File: config.mk
export PLATFORM = sky130hd
export DESIGN_NAME = mul_seq_ctrl
export DESIGN_NICKNAME = d
export VERILOG_FILES = /design/src/rtl/mul_seq_pkg.sv /design/src/rtl/mul_seq_acc.sv /design/src/rtl/mul_seq_ctrl.sv
export SDC_FILE = /design/constraint.sdc
export NUM_CORES = 1
export LEC_CHECK = 0
export BUFFER_PORTS_ARGS = -buffer_cell sky130_fd_sc_hd__buf_4
export CAP_MARGIN = 15
export CORE_MARGIN = 1
export CORE_UTILIZATION = 24
export CTS_CLUSTER_DIAMETER = 80
export DETAILED_ROUTE_END_ITERATION = 10
export PLACE_DENSITY = 0.45
export SYNTH_ARGS = -nofsm -noshare
export SYNTH_HDL_FRONTEND = slang
export SYNTH_SLANG_ARGS = --single-unit
export TNS_END_PERCENT = 100
File: constraint.sdc
create_clock -name clk -period 13.9 [get_ports clk]
set_input_delay 0 -clock clk [delete_from_list [all_inputs] [get_ports clk]]
set_output_delay 0 -clock clk [all_outputs]
set_load 0.005 [all_outputs]
File: src/rtl/mul_seq_pkg.sv
// Shared types and constants for the sequential multiply path.
package mul_seq_pkg;

  typedef enum logic [2:0] {
    IDLE,
    PP0,
    PP1,
    PP2,
    PP3,
    FIX,
    DONE
  } statetype;

  // Alignment of a partial product inside the double-width accumulator.
  typedef enum logic [1:0] {
    SH_NONE,
    SH_HALF,
    SH_FULL
  } shift_t;

  localparam logic [2:0] F3_MUL    = 3'b000;
  localparam logic [2:0] F3_MULH   = 3'b001;
  localparam logic [2:0] F3_MULHSU = 3'b010;
  localparam logic [2:0] F3_MULHU  = 3'b011;

endpackage

File: src/rtl/mul_seq_acc.sv
// Double-width partial-product accumulator with final conditional negate.
module mul_seq_acc
  import mul_seq_pkg::*;
#(
  parameter int unsigned XLEN = 64
) (
  input  logic              clk,
  input  logic              rst_n,
  input  logic              i_clr,
  input  logic              i_add_en,
  input  shift_t            i_shift,
  input  logic [XLEN-1:0]   i_pp,
  input  logic              i_fix_en,
  input  logic              i_neg,
  output logic [2*XLEN-1:0] o_fixed
);

  logic [2*XLEN-1:0] r_acc;
  logic [2*XLEN-1:0] w_pp_ext;
  logic [2*XLEN-1:0] w_addend;

  assign w_pp_ext = {{XLEN{1'b0}}, i_pp};

  // Place the partial product at its weight within the accumulator.
  always_comb begin
    w_addend = w_pp_ext;
    case (i_shift)
      SH_HALF: w_addend = w_pp_ext << (XLEN / 2);
      SH_FULL: w_addend = w_pp_ext << XLEN;
      default: w_addend = w_pp_ext;
    endcase
  end

  // Sign-corrected view of the running sum, used by the FIX step.
  assign o_fixed = i_neg ? (~r_acc + 1'b1) : r_acc;

  // Accumulator: clear on accept, add during PP steps, negate in FIX.
  always_ff @(posedge clk or negedge rst_n) begin
    if (!rst_n) begin
      r_acc <= '0;
    end else if (i_clr) begin
      r_acc <= '0;
    end else if (i_add_en) begin
      r_acc <= r_acc + w_addend;
    end else if (i_fix_en) begin
      r_acc <= o_fixed;
    end
  end

endmodule

File: src/rtl/mul_seq_ctrl.sv
// Four-step sequencer driving an external half-width multiplier to produce
// mul/mulh/mulhsu/mulhu results over a valid/ready handshake.
module mul_seq_ctrl
  import mul_seq_pkg::*;
#(
  parameter int unsigned XLEN = 64
) (
  input  logic              clk,
  input  logic              reset,
  input  logic              Flush,
  input  logic              ReqValid,
  output logic              ReqReady,
  input  logic [2:0]        Funct3,
  input  logic [XLEN-1:0]   SrcA,
  input  logic [XLEN-1:0]   SrcB,
  output logic [XLEN/2-1:0] MulA,
  output logic [XLEN/2-1:0] MulB,
  input  logic [XLEN-1:0]   MulP,
  output logic              RespValid,
  input  logic              RespReady,
  output logic [XLEN-1:0]   Result,
  output logic              Busy
);

  localparam int unsigned HALF = XLEN / 2;

  statetype          r_state;
  logic [XLEN-1:0]   r_absa;
  logic [XLEN-1:0]   r_absb;
  logic              r_neg;
  logic [2:0]        r_f3;
  logic [XLEN-1:0]   r_result;

  logic              w_sa;
  logic              w_sb;
  logic [XLEN-1:0]   w_absa;
  logic [XLEN-1:0]   w_absb;
  logic              w_accept;
  logic              w_add_en;
  logic              w_fix_en;
  shift_t            w_shift;
  logic [2*XLEN-1:0] w_fixed;

  assign w_sa   = SrcA[XLEN-1] & ((Funct3 == F3_MULH) | (Funct3 == F3_MULHSU));
  assign w_sb   = SrcB[XLEN-1] & (Funct3 == F3_MULH);
  assign w_absa = w_sa ? (~SrcA + 1'b1) : SrcA;
  assign w_absb = w_sb ? (~SrcB + 1'b1) : SrcB;

  assign w_accept = (r_state == IDLE) & ReqValid & ~Flush;
  assign w_add_en = ((r_state == PP0) | (r_state == PP1) |
                     (r_state == PP2) | (r_state == PP3)) & ~Flush;
  assign w_fix_en = (r_state == FIX) & ~Flush;

  assign ReqReady  = (r_state == IDLE);
  assign Busy      = (r_state != IDLE);
  assign RespValid = (r_state == DONE);
  assign Result    = r_result;

  // Half-operand selection and partial-product weight for each PP step.
  always_comb begin
    MulA    = '0;
    MulB    = '0;
    w_shift = SH_NONE;
    case (r_state)
      PP0: begin
        MulA = r_absa[HALF-1:0];
        MulB = r_absb[HALF-1:0];
      end
      PP1: begin
        MulA    = r_absa[HALF-1:0];
        MulB    = r_absb[XLEN-1:HALF];
        w_shift = SH_HALF;
      end
      PP2: begin
        MulA    = r_absa[XLEN-1:HALF];
        MulB    = r_absb[HALF-1:0];
        w_shift = SH_HALF;
      end
      PP3: begin
        MulA    = r_absa[XLEN-1:HALF];
        MulB    = r_absb[XLEN-1:HALF];
        w_shift = SH_FULL;
      end
      default: ;
    endcase
  end

  mul_seq_acc #(.XLEN(XLEN)) u_acc (
    .clk      (clk),
    .rst_n    (reset),
    .i_clr    (w_accept),
    .i_add_en (w_add_en),
    .i_shift  (w_shift),
    .i_pp     (MulP),
    .i_fix_en (w_fix_en),
    .i_neg    (r_neg),
    .o_fixed  (w_fixed)
  );

  // Sequencer FSM with operand capture and result register.
  always_ff @(posedge clk or negedge reset) begin
    if (!reset) begin
      r_state  <= IDLE;
      r_absa   <= '0;
      r_absb   <= '0;
      r_neg    <= 1'b0;
      r_f3     <= F3_MUL;
      r_result <= '0;
    end else if (Flush) begin
      r_state <= IDLE;
    end else begin
      case (r_state)
        IDLE: if (ReqValid) begin
          r_absa  <= w_absa;
          r_absb  <= w_absb;
          r_neg   <= w_sa ^ w_sb;
          r_f3    <= Funct3;
          r_state <= PP0;
        end
        PP0: r_state <= PP1;
        PP1: r_state <= PP2;
        PP2: r_state <= PP3;
        PP3: r_state <= FIX;
        FIX: begin
          r_result <= (r_f3 == F3_MUL) ? w_fixed[XLEN-1:0] : w_fixed[2*XLEN-1:XLEN];
          r_state  <= DONE;
        end
        DONE: if (RespReady) r_state <= IDLE;
        default: r_state <= IDLE;
      endcase
    end
  end

endmodule

# --- Yosys cells after proc, flatten, opt, wreduce, memory -nomap -nowiden ---
# Cells that the tools add are included.
op_classes:
  n_addsub: 4
  eq_ne: 12
  mux: 15
  bitwise: 15
  n_reduce_logical: 12
op_table:
  columns: ["cell", "n"]
  rows:
  - ["two-way mux 128 bit", 4]
  - ["one-hot mux 128 bit (2 select lines)", 1]
  - ["two-way mux 64 bit", 3]
  - ["adder 128 x 1 -> 128 bit (second input constant)", 1]
  - ["adder 128 bit", 1]
  - ["adder 64 x 1 -> 64 bit (second input constant)", 2]
  - ["NOT 128 bit", 1]
  - ["NOT 64 bit", 2]
  - ["one-hot mux 32 bit (2 select lines)", 2]
  - ["one-hot mux 3 bit (7 select lines)", 1]
  - ["OR reduction 2 bit", 5]
  - ["equality test 3 x 2 -> 1 bit (second input constant)", 3]
  - ["equality test 3 bit (second input constant)", 3]
  - ["two-way mux 3 bit", 3]
  - ["AND 1 bit", 6]
  - ["equality test 3 x 1 -> 1 bit (second input constant)", 2]
  - ["zero test 3 bit", 2]
  - ["nonzero test 3 bit", 2]
  - ["OR 1 bit", 4]
  - ["one-hot mux 2 bit (2 select lines)", 1]
  - ["AND reduction 2 bit", 2]
  - ["!= test 3 x 2 -> 1 bit (second input constant)", 1]
  - ["!= test 3 bit (second input constant)", 1]
  - ["AND reduction 3 bit", 1]
  - ["4 further kinds", 4]
totals:
  regBits: 327
  inputBits: 200
  output_inout_bits: 131
  wordCells: 65

# --- Logic depth before layout (Yosys ltp) ---
logic_depth:
  ltp_word: 8
  depth_mapped: 19
  mapped_depth_nobuf: 17

# --- Cells and area by module ---
# A second synthesis with hierarchy kept.
hier_totals:
  hier_cells: 4012
  hier_area_um2: 30650.6
modules_own_cells:
  columns: ["mod", "instances", "cells_each", "area_per_inst_um2", "seq_area_each_um2"]
  rows:
  - ["mul_seq_acc", 1, 2724, 19214.7, 3203.1]
  - ["mul_seq_ctrl", 1, 1288, 11436.0, 4979.8]

# --- Least setup slack after synthesis ---
# No wires, ideal clock.
synth_path:
  path_type: "reg-to-reg"
  start: "register r_state[2]"
  end: "register u_acc.r_acc[78]"
  setup_time_ns: 0.094
  arrival_ns: 4.530
  required_time_ns: 13.806
  path_slack_ns: 9.276
  stages_incl_launch_ff: 20
  path_buffers: 2
  synth_period_minus_slack_ns: 4.624
  cell_sequence: "dfrtp_1 -> inv_1 -> nand2_1 -> clkbuf_1 -> clkbuf_1 -> and3_1 -> ha_1 -> inv_1 -> fa_1 -> nor2b_1 -> o2111ai_1 -> a2111oi_0 -> o21ai_0 -> a2111oi_0 -> o21a_1 -> nor2_1 -> o31a_1 -> o21ai_0 -> xnor2_1 -> a211oi_1"
synth_between:
  elab_chain_len: 8
  elab_cells_between_ends: 22
  cone_classes: "add/sub (1); eq/ne (7); mux (4); bitwise (7); reduce/logical (3)"
synth_rtl:
  columns: ["item", "line_no", "text"]
  rows:
  - ["from (decl)", "mul_seq_ctrl.sv:27", "statetype r_state;"]
  - ["from (signal assigned)", "mul_seq_ctrl.sv:103", "r_state <= IDLE;"]
  - ["from (signal assigned)", "mul_seq_ctrl.sv:110", "r_state <= IDLE;"]
  - ["from (signal assigned)", "mul_seq_ctrl.sv:118", "r_state <= PP0;"]
  - ["equality test 3 x 2 -> 1 bit, on equally long branches", "mul_seq_ctrl.sv:50, mul_seq_ctrl.sv:64, mul_seq_ctrl.sv:51", null]
  - ["OR reduction 2 bit (no line)", null, null]
  - ["one-hot mux 2 bit (2 select lines)", "mul_seq_ctrl.sv:64", "case (r_state)"]
  - ["equality test 2 bit / equality test 2 x 1 -> 1 bit (equally long branches)", "mul_seq_acc.sv:27", "case (i_shift)"]
  - ["one-hot mux 128 bit (2 select lines)", "mul_seq_acc.sv:27", null]
  - ["adder 128 bit", "mul_seq_acc.sv:44", "r_acc <= r_acc + w_addend;"]
  - ["two-way mux 128 bit", "mul_seq_acc.sv:43", "end else if (i_add_en) begin"]
  - ["two-way mux 128 bit", "mul_seq_acc.sv:41", "end else if (i_clr) begin"]
  - ["to (signal assigned)", "mul_seq_acc.sv:44", null]
  - ["to (signal assigned)", "mul_seq_acc.sv:46", "r_acc <= o_fixed;"]
  - ["to (decl)", "mul_seq_acc.sv:18", "logic [2*XLEN-1:0] r_acc;"]
# Parallel ways exist; a longest one is shown, timed or not.
# A chain may end at the register's enable or synchronous reset.

# --- Worst setup path after layout ---
layout_path:
  start: "register r_state[2]"
  end: "register u_acc.r_acc[121]"
# The elaborated chain is that of the path after synthesis.

==> metrics.cfg <==
[sta]
worst_pin_slew_ns=1.05
hold_violations=0
setup_viol=0
layout_min_cycle_time_ns=6.32
slew_headroom_pct=28.9
final.setup.tns_ns=0
slew_viol_final=0
fin_crit_sh_pct=45.5
worst_clock_skew_ns=0.0301
rsz0062_at_grt=false
fmax_mhz=158

[synthesis]
synthCells=4052
synth_enable_flop_cells=0
synth_fa_ha_area_share_pct=5.45
synth_top_family_by_area=compound AO/OA/AOI/OAI gates
ys_ff_latch=327
synthFlopType=dfrtp_1
synthSimpleGateAreaFrac_pct=23.0
syn_nets=4383
yosys.area.top_type_share_pct=27.1
synthXorXnorAreaFrac_pct=12.6
yosysSeqAreaShare_pct=27.1
yosys_warnings=0
synthMuxAreaShare_pct=0.178
async_flop_share_pct=100
syn_avg_cell_area_sq_um=7.45
synth_compound_area_share_pct=27.5
yosys-top-cells-area=dfrtp_1 27%, o21ai_0 7.9%, nand2_1 7.8%
syn_area_sq_um=30200
synth_cell_types=81
yosys.area.top_type=dfrtp_1

[global_routing]
grt_pass1_wl_mm=229
grt_pass1_vias=31900
grt-ovfl-total=0
globalRouteTotalUtil_pct=24.5
grt_antenna_before_repair=28
grt_max_degree=254

[place]
io_buffer_count=330
dpl.hpwl_mm=124
place.gp.congestion=0.978

[critical_path]
path_class=flip-flop to flip-flop
cp_data_arrival_time_ns=6.87
cp_max_fo=65
cp_slowest_cell=o21ai_0
critPathRequiredTime_ns=14.44
critPathLaunchType=flip-flop
crit_chain=inv_1, nand2_2, buf_4, and3_1, ha_1, a21o_1, a31o_2, o21ai_0, a21boi_0, o211ai_1, a2111oi_0, buf_4, o311ai_0, a21oi_1, o2111a_1, o31a_1, o21ai_0
critPathCaptureType=flip-flop
slowest_delay_ns=0.75

[detailed_routing]
vias_per_cell=5.48
drc_errors=0
ant_nets=0
drt_iter0_drc=3153
dr.pass1.iters=6
routed_wl_mm=161
wl_per_cell_microns=26.3
vias=33600

[job]
cap_violations=0

[pwr]
pwr-share-seq_pct=26.6
ir_drop_uv=93.6
power.clock.fraction_pct=21.3
p_leak_nw=15.9
powerDensity_nw_per_um2=168
swShare_pct=49.1
p_sw_w=0.00316
p_int_w=0.00327
power_frac_comb_pct=52.1
p_total_w=0.00643

[die]
fp.dieH_microns=357
initial_core_util_pct=24.3
io_pins=331
row_count=129
coreArea_sq_um=124000
fp.dieW_microns=357
dieArea_sq_um=127000

[clocking]
htree_num_levels=2
clk_pin_slew_ns=0.06
cts_resized=0
cts_root_buf=clkbuf_16
numCtsBuffers=49
clk-insertion-delay-late_ns=0.65
cts_buffer_depth=3
clock_sinks=327
cts_tree=built

[layout]
areaGrowthSynthToFinish_pct=26.5
final_cell_mix=629 x nand2_1, 478 x o21ai_0, 385 x buf_4, 328 x nor2_1, 326 x dfrtp_1
layout-drive-gt1-share_pct=12.3
fillers=13600
final_nets=4777
final_core_util_pct=30.7
final_common_cell=nand2_1

[outcome]
status=complete, no violations

[worst_hold_path]
min_path_type=input port to flip-flop

[metrics by stage]
| step | hold WS (ns) | instance area (sq um) | worst slack [ns] | cells |
|---|---|---|---|---|
| 6_report | 0.137 | 38200 | 7.58 | 6131 |
| 3_5_place_dp | 0.0898 | 34200 | 7.82 | 5812 |
| 5_1_grt | 0.144 | 38200 | 7.27 | 6126 |
| 3_3_place_gp | 0.0840 | 34200 | 8.02 | 5812 |
| 2_1_floorplan | -0.296 | 30200 | 9.28 | 4052 |
| 4_1_cts | 0.103 | 38200 | 7.78 | 6124 |
[power by group through the flow]
stage / logic [W] / clock network (W) / registers (W)
after floorplan: 0.00205 / 0 / 0.00151
after global placement: 0.00323 / 0 / 0.00170
after detailed placement: 0.00321 / 0 / 0.00170
after CTS: 0.00329 / 0.00140 / 0.00169
after global routing: 0.00358 / 0.00144 / 0.00174
final: 0.00335 / 0.00137 / 0.00171
[critical path, delay by kind of cell (launching register included)]
kind / cells / cell delay (ns)
AND/OR/NAND/NOR: 2 / 0.36
AO/OA/AOI/OAI: 11 / 3.88
buffers and inverters: 3 / 0.99
flip-flops: 1 / 0.61
adder cells (fa/ha/maj): 1 / 0.29
[final timing paths]
path	slack, ns	cells past startpoint	from	end
max in group asynchronous	10.79	6	reset	r_absb[41]$_DFFE_PN0P_
worst max-delay path	7.58	17	r_state[2]$_DFFE_PN0P_	u_acc.r_acc[121]$_DFFE_PN0P_
worst min register to register	0.47	2	Result[2]$_DFFE_PN0P_	Result[2]$_DFFE_PN0P_
min in group asynchronous	0.47	3	reset	Result[42]$_DFFE_PN0P_
worst max register to register	7.58	17	r_state[2]$_DFFE_PN0P_	u_acc.r_acc[121]$_DFFE_PN0P_
worst min-delay path	0.14	5	MulP[13]	u_acc.r_acc[13]$_DFFE_PN0P_
[layout make-up]
cell class | instances | area [sq um] | share of cell area (%)
repair buffers | 607 | 5130 | 13.4
flip-flops and latches | 327 | 8190 | 21.4
well taps | 1637 | 2050 | 5.36
diodes | 7 | 17.5 | 0.0459
clock inverters | 32 | 350 | 0.917
clock buffers | 60 | 1380 | 3.61
multi-input cells | 3398 | 20800 | 54.6
inverters | 63 | 236 | 0.619
[per-layer routing]
layer / vias to the layer above / routed length (microns) / global-route usage [%]
met4: 40 / 6860 / 9.56
met5: - / 256 / 0
met3: 291 / 16100 / 6.85
li1: 15400 / - / -
met2: 1546 / 67400 / 36.3
met1: 16300 / 70600 / 33.3
[repair_timing]
action                    4_1_cts  5_1_grt
hold buffers                  220        0
setup buffers                   0        0
hold endpoints to repair      220        0
[cell families after synthesis]
group,after synthesis
muxes,5
buffers and inverters,327
and+or+nand+nor,1496
xor gates and xnor gates,436
AOI/OAI and AO/OA,1330
adders and majority gates,131
DFF,327
[sequential cells by signal (all words and copies together) (netlist names)]
name and count:
r_neg 1, r_state 3, u_acc.r_acc 128, r_f3 3, r_absb 64, Result 64
r_absa 64
[synthesized netlist by cell type (21+ instances only)]
cell type and count:
or3_1 65, nor3_1 88, nand3_1 54, nor2_1 333, nand2_1 630, a21o_1 72, a22o_1 97, o21bai_1 35
or2_2 27, nor4_1 40, xnor2_1 230, a211oi_1 71, dfrtp_1 327, clkbuf_1 229, xor2_1 206, o31ai_1 70
a21oi_1 302, or4_1 32, nand2b_1 21, o41ai_1 27, o21ai_0 478, a31oi_1 32, inv_1 63, buf_1 30
nand4_1 67, ha_1 130, and3_1 75
Power figures use the tool's default switching activity.
